## src/rtl/uart_rx_framed_if.sv

```systemverilog
// uart_rx_framed_if: received-word handshake bundle between the UART receiver and its consumer
interface uart_rx_framed_if #(parameter int DATA_BITS = 8);
   logic [DATA_BITS-1:0] data_out;
   logic data_valid, data_ready, frame_err, parity_err, overrun, busy;
   modport master (output data_out, data_valid, frame_err, parity_err, overrun, busy, input data_ready);
   modport slave (input data_out, data_valid, frame_err, parity_err, overrun, busy, output data_ready);
endinterface

```

## src/rtl/uart_rx_framed.sv

```systemverilog
// uart_rx_framed: parametrised UART receiver with glitch rejection, error flags and valid/ready output
module uart_rx_framed #(
   parameter int DELAY_FRAMES = 234,
   parameter int DATA_BITS = 8,
   parameter int PARITY = 0,
   parameter int STOP_BITS = 1,
   parameter int SYNC_STAGES = 2
) (
   input logic clk,
   input logic rst_n,
   input logic uart_rx,
   uart_rx_framed_if.master rx_if
);
   localparam int HALF = DELAY_FRAMES / 2;
   localparam int CW = $clog2(DELAY_FRAMES + 1);
   localparam int IW = $clog2(DATA_BITS);
   typedef enum logic [2:0] {S_IDLE, S_START, S_DATA, S_PAR, S_STOP, S_BRK} state_t;
   state_t state_q, state_d;
   logic [SYNC_STAGES-1:0] sync_q;
   logic [CW-1:0] cnt_q, cnt_d;
   logic [IW-1:0] idx_q, idx_d;
   logic [DATA_BITS-1:0] sh_q, sh_d, out_q, out_d;
   logic stop_q, stop_d, fe_q, fe_d, pe_q, pe_d;
   logic valid_q, valid_d, ferr_q, ferr_d, perr_q, perr_d, ovr_q, ovr_d, busy_q;
   logic rx_s, tick, last_stop, fe_now, par_x, done, load;
   assign rx_s = sync_q[SYNC_STAGES-1];
   assign tick = cnt_q == CW'(DELAY_FRAMES);
   assign last_stop = stop_q == 1'(STOP_BITS - 1);
   assign fe_now = fe_q | ~rx_s;
   assign par_x = ^sh_q ^ rx_s;
   assign done = state_q == S_STOP && tick && last_stop;
   // a completed frame is dropped only if the previous word is still unaccepted
   assign load = done & (~valid_q | rx_if.data_ready);
   assign ovr_d = done & valid_q & ~rx_if.data_ready;
   assign valid_d = load | (valid_q & ~rx_if.data_ready);
   assign out_d = load ? sh_q : out_q;
   assign ferr_d = load ? fe_now : ferr_q;
   assign perr_d = load ? pe_q : perr_q;
   always_comb begin
      state_d = state_q;
      cnt_d = cnt_q + 1'b1;
      idx_d = idx_q;
      stop_d = stop_q;
      fe_d = fe_q;
      pe_d = pe_q;
      sh_d = sh_q;
      case (state_q)
         S_IDLE: begin
            cnt_d = CW'(1);
            if (!rx_s) state_d = S_START;
         end
         S_START: if (cnt_q == CW'(HALF)) begin
            state_d = rx_s ? S_IDLE : S_DATA;
            cnt_d = CW'(1);
            idx_d = '0;
            stop_d = 1'b0;
            fe_d = 1'b0;
            pe_d = 1'b0;
         end
         S_DATA: if (tick) begin
            cnt_d = CW'(1);
            sh_d = {rx_s, sh_q[DATA_BITS-1:1]};
            idx_d = idx_q + 1'b1;
            if (idx_q == IW'(DATA_BITS - 1)) state_d = PARITY != 0 ? S_PAR : S_STOP;
         end
         S_PAR: if (tick) begin
            cnt_d = CW'(1);
            pe_d = PARITY == 1 ? ~par_x : par_x;
            state_d = S_STOP;
         end
         S_STOP: if (tick) begin
            cnt_d = CW'(1);
            fe_d = fe_now;
            stop_d = stop_q + 1'b1;
            if (last_stop) state_d = fe_now ? S_BRK : S_IDLE;
         end
         S_BRK: if (rx_s) state_d = S_IDLE;
         default: state_d = S_IDLE;
      endcase
   end
   always_ff @(posedge clk or negedge rst_n) begin
      if (!rst_n) begin
         state_q <= S_IDLE;
         sync_q <= '1;
         cnt_q <= '0;
         idx_q <= '0;
         sh_q <= '0;
         out_q <= '0;
         stop_q <= 1'b0;
         fe_q <= 1'b0;
         pe_q <= 1'b0;
         valid_q <= 1'b0;
         ferr_q <= 1'b0;
         perr_q <= 1'b0;
         ovr_q <= 1'b0;
         busy_q <= 1'b0;
      end else begin
         state_q <= state_d;
         sync_q <= {sync_q[SYNC_STAGES-2:0], uart_rx};
         cnt_q <= cnt_d;
         idx_q <= idx_d;
         sh_q <= sh_d;
         out_q <= out_d;
         stop_q <= stop_d;
         fe_q <= fe_d;
         pe_q <= pe_d;
         valid_q <= valid_d;
         ferr_q <= ferr_d;
         perr_q <= perr_d;
         ovr_q <= ovr_d;
         busy_q <= state_d != S_IDLE;
      end
   end
   assign rx_if.data_out = out_q;
   assign rx_if.data_valid = valid_q;
   assign rx_if.frame_err = ferr_q;
   assign rx_if.parity_err = perr_q;
   assign rx_if.overrun = ovr_q;
   assign rx_if.busy = busy_q;
endmodule

```

## src/flat_wrapper.sv

```systemverilog
// flat-port wrapper written by rule: the top's interface ports become plain ports
module uart_rx_framed_flat 
#(
   parameter int DELAY_FRAMES = 234,
   parameter int DATA_BITS = 8,
   parameter int PARITY = 0,
   parameter int STOP_BITS = 1,
   parameter int SYNC_STAGES = 2
)
  (clk, rst_n, uart_rx, rx_if_data_out, rx_if_data_valid, rx_if_frame_err, rx_if_parity_err, rx_if_overrun, rx_if_busy, rx_if_data_ready);
  uart_rx_framed_if #(.DATA_BITS(DATA_BITS)) rx_if_i ();
  input logic clk;
  input logic rst_n;
  input logic uart_rx;
  output wire logic [$bits(rx_if_i.data_out)-1:0] rx_if_data_out;
  output wire logic [$bits(rx_if_i.data_valid)-1:0] rx_if_data_valid;
  output wire logic [$bits(rx_if_i.frame_err)-1:0] rx_if_frame_err;
  output wire logic [$bits(rx_if_i.parity_err)-1:0] rx_if_parity_err;
  output wire logic [$bits(rx_if_i.overrun)-1:0] rx_if_overrun;
  output wire logic [$bits(rx_if_i.busy)-1:0] rx_if_busy;
  input wire logic [$bits(rx_if_i.data_ready)-1:0] rx_if_data_ready;
  assign rx_if_data_out = rx_if_i.data_out;
  assign rx_if_data_valid = rx_if_i.data_valid;
  assign rx_if_frame_err = rx_if_i.frame_err;
  assign rx_if_parity_err = rx_if_i.parity_err;
  assign rx_if_overrun = rx_if_i.overrun;
  assign rx_if_busy = rx_if_i.busy;
  assign rx_if_i.data_ready = rx_if_data_ready;
  uart_rx_framed #(.DELAY_FRAMES(DELAY_FRAMES), .DATA_BITS(DATA_BITS), .PARITY(PARITY), .STOP_BITS(STOP_BITS), .SYNC_STAGES(SYNC_STAGES)) u_core (.clk(clk), .rst_n(rst_n), .uart_rx(uart_rx), .rx_if(rx_if_i));
endmodule
```

## config.mk

```make
export PLATFORM = sky130hd
export DESIGN_NAME = uart_rx_framed_flat
export DESIGN_NICKNAME = d
export VERILOG_FILES = /design/src/rtl/uart_rx_framed_if.sv /design/src/rtl/uart_rx_framed.sv /design/src/flat_wrapper.sv
export SDC_FILE = /design/constraint.sdc
export NUM_CORES = 1
export LEC_CHECK = 0
export BUFFER_PORTS_ARGS = -buffer_cell sky130_fd_sc_hd__buf_2
export CAP_MARGIN = 0
export CORE_UTILIZATION = 40
export CTS_CLUSTER_SIZE = 25
export DETAILED_ROUTE_END_ITERATION = 8
export GPL_TIMING_DRIVEN = 0
export MAX_ROUTING_LAYER = met4
export PLACE_DENSITY = 0.67
export SYNTH_ARGS = -nofsm -noshare
export SYNTH_HDL_FRONTEND = slang
export SYNTH_SLANG_ARGS = --single-unit
```

## constraint.sdc

```tcl
create_clock -name clk -period 4.35 [get_ports clk]
set_clock_uncertainty 0.15 [all_clocks]
set_input_delay 0.87 -clock clk [delete_from_list [all_inputs] [get_ports clk]]
set_output_delay 0.87 -clock clk [all_outputs]
set_load 0.03 [all_outputs]
```

Word level (Yosys, flattened, before mapping)

Cells that the tools add are included.

Bits of input ports: 4
Flip-flop bits (word level): 40

$add $sub $neg: 3
Reduce and logical (&&, ||, !) cells: 13
Mux-type cells: 24
Bitwise gates (word level): 12
Eq/ne operators: 12

Operators by type and width:

| cell                                                  | number |
|---|---|
| 2-to-1 mux 3 bit                                      | 11 |
| one-hot mux 8 bit (3 select lines)                    | 1 |
| one-hot mux 3 bit (6 select lines)                    | 1 |
| 2-to-1 mux 8 bit                                      | 2 |
| == test 3 bit, second input constant                  | 3 |
| AND reduction 3 bit                                   | 3 |
| adder 8 x 1 -> 8 bit, second input constant           | 1 |
| == test 8 x 7 -> 1 bit, second input constant         | 1 |
| == test 8 bit, second input constant                  | 1 |
| inequality test 2 x 1 -> 1 bit, second input constant | 4 |
| parity 8 bit                                          | 1 |
| == test 3 x 2 -> 1 bit, second input constant         | 2 |
| one-hot mux 1 bit (2 select lines)                    | 3 |
| one-hot mux 3 bit (2 select lines)                    | 1 |
| nonzero test 2 bit                                    | 3 |
| bitwise AND 1 bit                                     | 4 |
| 2-to-1 mux 1 bit                                      | 4 |
| NOT 1 bit                                             | 4 |
| adder 3 x 1 -> 3 bit, second input constant           | 1 |
| == test 3 x 1 -> 1 bit, second input constant         | 1 |
| zero test 3 bit                                       | 1 |
| bitwise OR 1 bit                                      | 3 |
| nonzero test 3 bit                                    | 1 |
| OR reduction 3 bit                                    | 1 |
| 5 further kinds                                       | 6 |

Depth between registers and ports, before layout

Word-level depth: 7
Gate-level depth with buffers: 8

Worst setup path after synthesis

No wires, ideal clock.

Path kind: reg-to-reg
Start point: reg u_core.cnt_q[0]
End point: reg u_core.sh_q[3]
Setup slack: 2.194 ns
Library setup time: 0.125 ns
Buffers on the path: 1
Cell stages (with the launch flop): 8
Clock period less this slack: 2.156 ns
Data arrival time: 1.882 ns
Required time: 4.075 ns
Path through: dfrtp_1 inv_1 ha_1 and4bb_4 nand3_4 nor3_1 buf_4 mux2_2

Cells in the longest elaborated chain, start to end: 2

Ends and longest elaborated chain:

| item                                 | RTL line              | RTL |
|---|---|---|
| from (decl)                          | uart_rx_framed.sv:20  | `logic [CW-1:0] cnt_q, cnt_d;` |
| from (signal assigned)               | uart_rx_framed.sv:100 | `cnt_q <= cnt_d;` |
| == test 8 bit                        | uart_rx_framed.sv:27  | `assign tick = cnt_q == CW'(DELAY_FRAMES);` |
| AND reduction 2 bit (no source line) | --                    |  |
| to (signal assigned)                 | uart_rx_framed.sv:87  | `sh_q <= '0;` |
| to (signal assigned)                 | uart_rx_framed.sv:102 | `sh_q <= sh_d;` |
| to (decl)                            | uart_rx_framed.sv:22  | `logic [DATA_BITS-1:0] sh_q, sh_d, out_q, out_d;` |

Every way passes these cells.
A chain may end at the register's enable or synchronous reset.

Worst setup path in the final report

Start point: reg u_core.cnt_q[0]
End point: reg u_core.sh_q[5]

Same word-level chain as after synthesis.

==> results.sh <==
export IMPL_grt_max_degree=41
export IMPL_dieArea_um2=4787
export IMPL_cts_tree="done"
export IMPL_clk_path_buf_depth=2
export IMPL_yosysWarnings=0
export IMPL_drc=0
export IMPL_syn_num_nets=159
export IMPL_p_leak_nw=1.008
export IMPL_syn_area_um2=1805
export IMPL_fillerInstances=408
export IMPL_antennaDiodeCount=0
export IMPL_dp_slack_ns=1.894
export IMPL_portBuffers=16
export IMPL_hp_start="u_core.sync_q[0]$_DFF_PN1_"
export IMPL_wl_per_cell_um=14.00
export IMPL_htree_levels=2
export IMPL_setup_violations=0
export IMPL_async_reset_ff_frac=1.000
export IMPL_fin_tns_setup_ns=0
export IMPL_end_kind="register"
export IMPL_ys_seq_elements=40
export IMPL_grtUsageTotal=0.1556
export IMPL_antenna_found_initial=0
export IMPL_clk_insertion_delay_late_ns=0.29
export IMPL_dr_total_vias=1181
export IMPL_max_freq_mhz=412.9
export IMPL_synth_cells=150
export IMPL_cts_sinks=40
export IMPL_min_path_type="register to register"
export IMPL_postCtsSetupBuffers=0
export IMPL_first_iter_violations=39
export IMPL_ys_top_cells_by_area="dfrtp_1 (53%), mux2_2 (11%), xnor2_1 (4.4%), ha_1 (3.5%), nor2_1 (3.1%)"
export IMPL_synth_area_leader_cell="dfrtp_1"
export IMPL_startpoint_type="register"
export IMPL_rsz0062_at_grt="no"
export IMPL_postCtsHoldBufs=0
export IMPL_fp_coreArea_um2=4354
export IMPL_synth_most_common_cell="dfrtp_1"
export IMPL_row_count=24
export IMPL_critical_path_max_fanout=10
export IMPL_hold_violations=0
export IMPL_root_buffer="clkbuf_8"
export IMPL_vdd_drop_max_mv=0.2226
export IMPL_required_ns=4.38
export IMPL_wirelength_mm=3.163
export IMPL_power_density_nw_per_um2=344.8
export IMPL_path_clk_slew_ns=0.08
export IMPL_synth_edff_count=0
export IMPL_crit_start="u_core.cnt_q[0]$_DFF_PN0_"
export IMPL_synth_ff_type="dfrtp_1"
export IMPL_finalCriticalPeriod_ns=2.422
export IMPL_finalMaxSlewViolations=0
export IMPL_crit_arrival_ns=2.45
export IMPL_whs_ns=0.2093
export IMPL_post_route_cells_drive_above_1_share=0.2759
export IMPL_maxCapViolations=0
export IMPL_dp_hpwl_mm=2.327
export IMPL_cts_resized=0
export IMPL_die_h_um=69.19
export IMPL_place_gp_congestion=0.8836
export IMPL_area_growth_pct=15.04
export IMPL_grt_pass1_wl_mm=5.768
export IMPL_grt_pass1_vias=1258
export IMPL_r2r_start="u_core.cnt_q[0]$_DFF_PN0_"
export IMPL_worst_slack_ns=1.928
export IMPL_numCtsBuffers=5
export IMPL_ys_types=37
export IMPL_viasPerCell=5.226
export IMPL_initial_core_util=0.4147
export IMPL_status="complete, no violations"
export IMPL_syn_avg_cell_area_um2=12.04
export IMPL_synthTopCellsByCount="dfrtp_1 (38), mux2_2 (17), nor2_1 (15)"
export IMPL_num_io_pins=17
export IMPL_grt_overflow=0
export IMPL_final_nets=182
export IMPL_ys_seq_area_frac=0.5558
export IMPL_die_x_um=69.19
export IMPL_period_share=0.5567
export IMPL_drt_pass1_iterations=4
export IMPL_crit_type="register to register"
export IMPL_worstMarginPinSlew_ns=0.8742
export IMPL_slew_headroom=0.4172
export IMPL_ant_nets=0
export IMPL_synth_top_cell_area_share=0.5267
==> routing by layer <==
| layer | wire length (um) | share of wire | global-route usage |
|---|---|---|---|
| met1 | 1419 | 0.45 | 0.1853 |
| met2 | 1591 | 0.50 | 0.2600 |
| met3 | 97 | 0.031 | 0.03488 |
| met4 | 54 | 0.017 | 0.05442 |
| met5 | 0 | 0 | - |
==> per-stage QoR <==
stage | total power, mW | instances | cell area (um^2) | utilization
6_report | 0.7161 | 226 | 2077 | 0.4770
5_1_grt | 0.7415 | 226 | 2077 | 0.4770
4_1_cts | 0.7249 | 226 | 2077 | 0.4770
3_5_place_dp | 0.3927 | 218 | 1951 | 0.4480
3_3_place_gp | 0.3922 | 218 | 1951 | 0.4480
2_1_floorplan | 0.3833 | 150 | 1805 | -
==> layout by cell type (no fill, tap or decap), drive strengths merged, types with 2 or more instances in the layout <==
master / count
dfrtp: 38
buf: 18
mux2: 17
nor2: 15
xnor2: 9
nand3: 9
nand2: 8
clkbuf: 8
o21ai: 5
xor2: 5
ha: 5
inv: 4
nand2b: 3
nor3b: 3
and3: 2
nand4: 2
o41ai: 2
nor3: 2
dfstp: 2
==> state kept, by name, indices dropped and copies added, names as in the netlist <==
register	count
u_core.fe_q	1
u_core.sh_q	8
u_core.stop_q	1
u_core.pe_q	1
u_core.rx_if.data_out	8
u_core.rx_if.overrun	1
u_core.rx_if.frame_err	1
u_core.state_q	3
u_core.rx_if.parity_err	1
u_core.cnt_q	8
u_core.rx_if.busy	1
u_core.idx_q	3
u_core.rx_if.data_valid	1
u_core.sync_q	2
==> worst max-delay path, cell delays in order, from the launching register on <==
cell      delay [ns]
dfrtp_1         0.44
inv_1           0.10
ha_1            0.15
and4bb_4        0.25
nand3_4         0.12
nor3_1          0.48
buf_4           0.27
mux2_2          0.34
==> layout make-up <==
class	instances	area, um^2	share of cell area
flip-flops and latches	40	1003	0.4831
repair buffers	16	80.08	0.03855
multi-input cells	103	770.7	0.3711
clock inverters	1	30.03	0.01446
clock buffers	7	96.34	0.04639
well taps	52	65.06	0.03133
inverters	4	15.01	0.007229
plain buffers	3	16.27	0.007831
==> power breakdown <==
group / total [mW] / internal [mW] / leakage [nW] / switching [mW]
Sequential: 0.374 / 0.373 / 0.522 / 0.00105
Combinational: 0.0105 / 0.00203 / 0.421 / 0.00842
Clock: 0.331 / 0.202 / 0.0645 / 0.129
Total: 0.716 / 0.578 / 1.01 / 0.138
==> logic make-up (layout without fill, tap and decap cells) <==
kind of cell / after synthesis / count (layout) / synth area share
compound gates: 15 / 15 / 0.06029
xor+xnor: 14 / 14 / 0.06792
fa+ha+maj: 5 / 5 / 0.03465
buf+inv: 7 / 31 / 0.01732
flops: 40 / 40 / 0.5558
mux: 18 / 18 / 0.1116
simple gates: 51 / 51 / 0.1525
==> final timing paths <==
path,end,slack [ns],cells after the start
worst min-delay path,u_core.sync_q[1]$_DFF_PN1_,0.21,0
worst max register to register,u_core.sh_q[5]$_DFFE_PN0P_,1.93,7
worst min register to register,u_core.sync_q[1]$_DFF_PN1_,0.21,0
max in group asynchronous,u_core.rx_if.data_out[5]$_DFFE_PN0P_,2.96,1
worst max-delay path,u_core.sh_q[5]$_DFFE_PN0P_,1.93,7
min in group asynchronous,u_core.cnt_q[1]$_DFF_PN0_,0.54,1
Note: power is estimated with default switching activity, not from simulation.
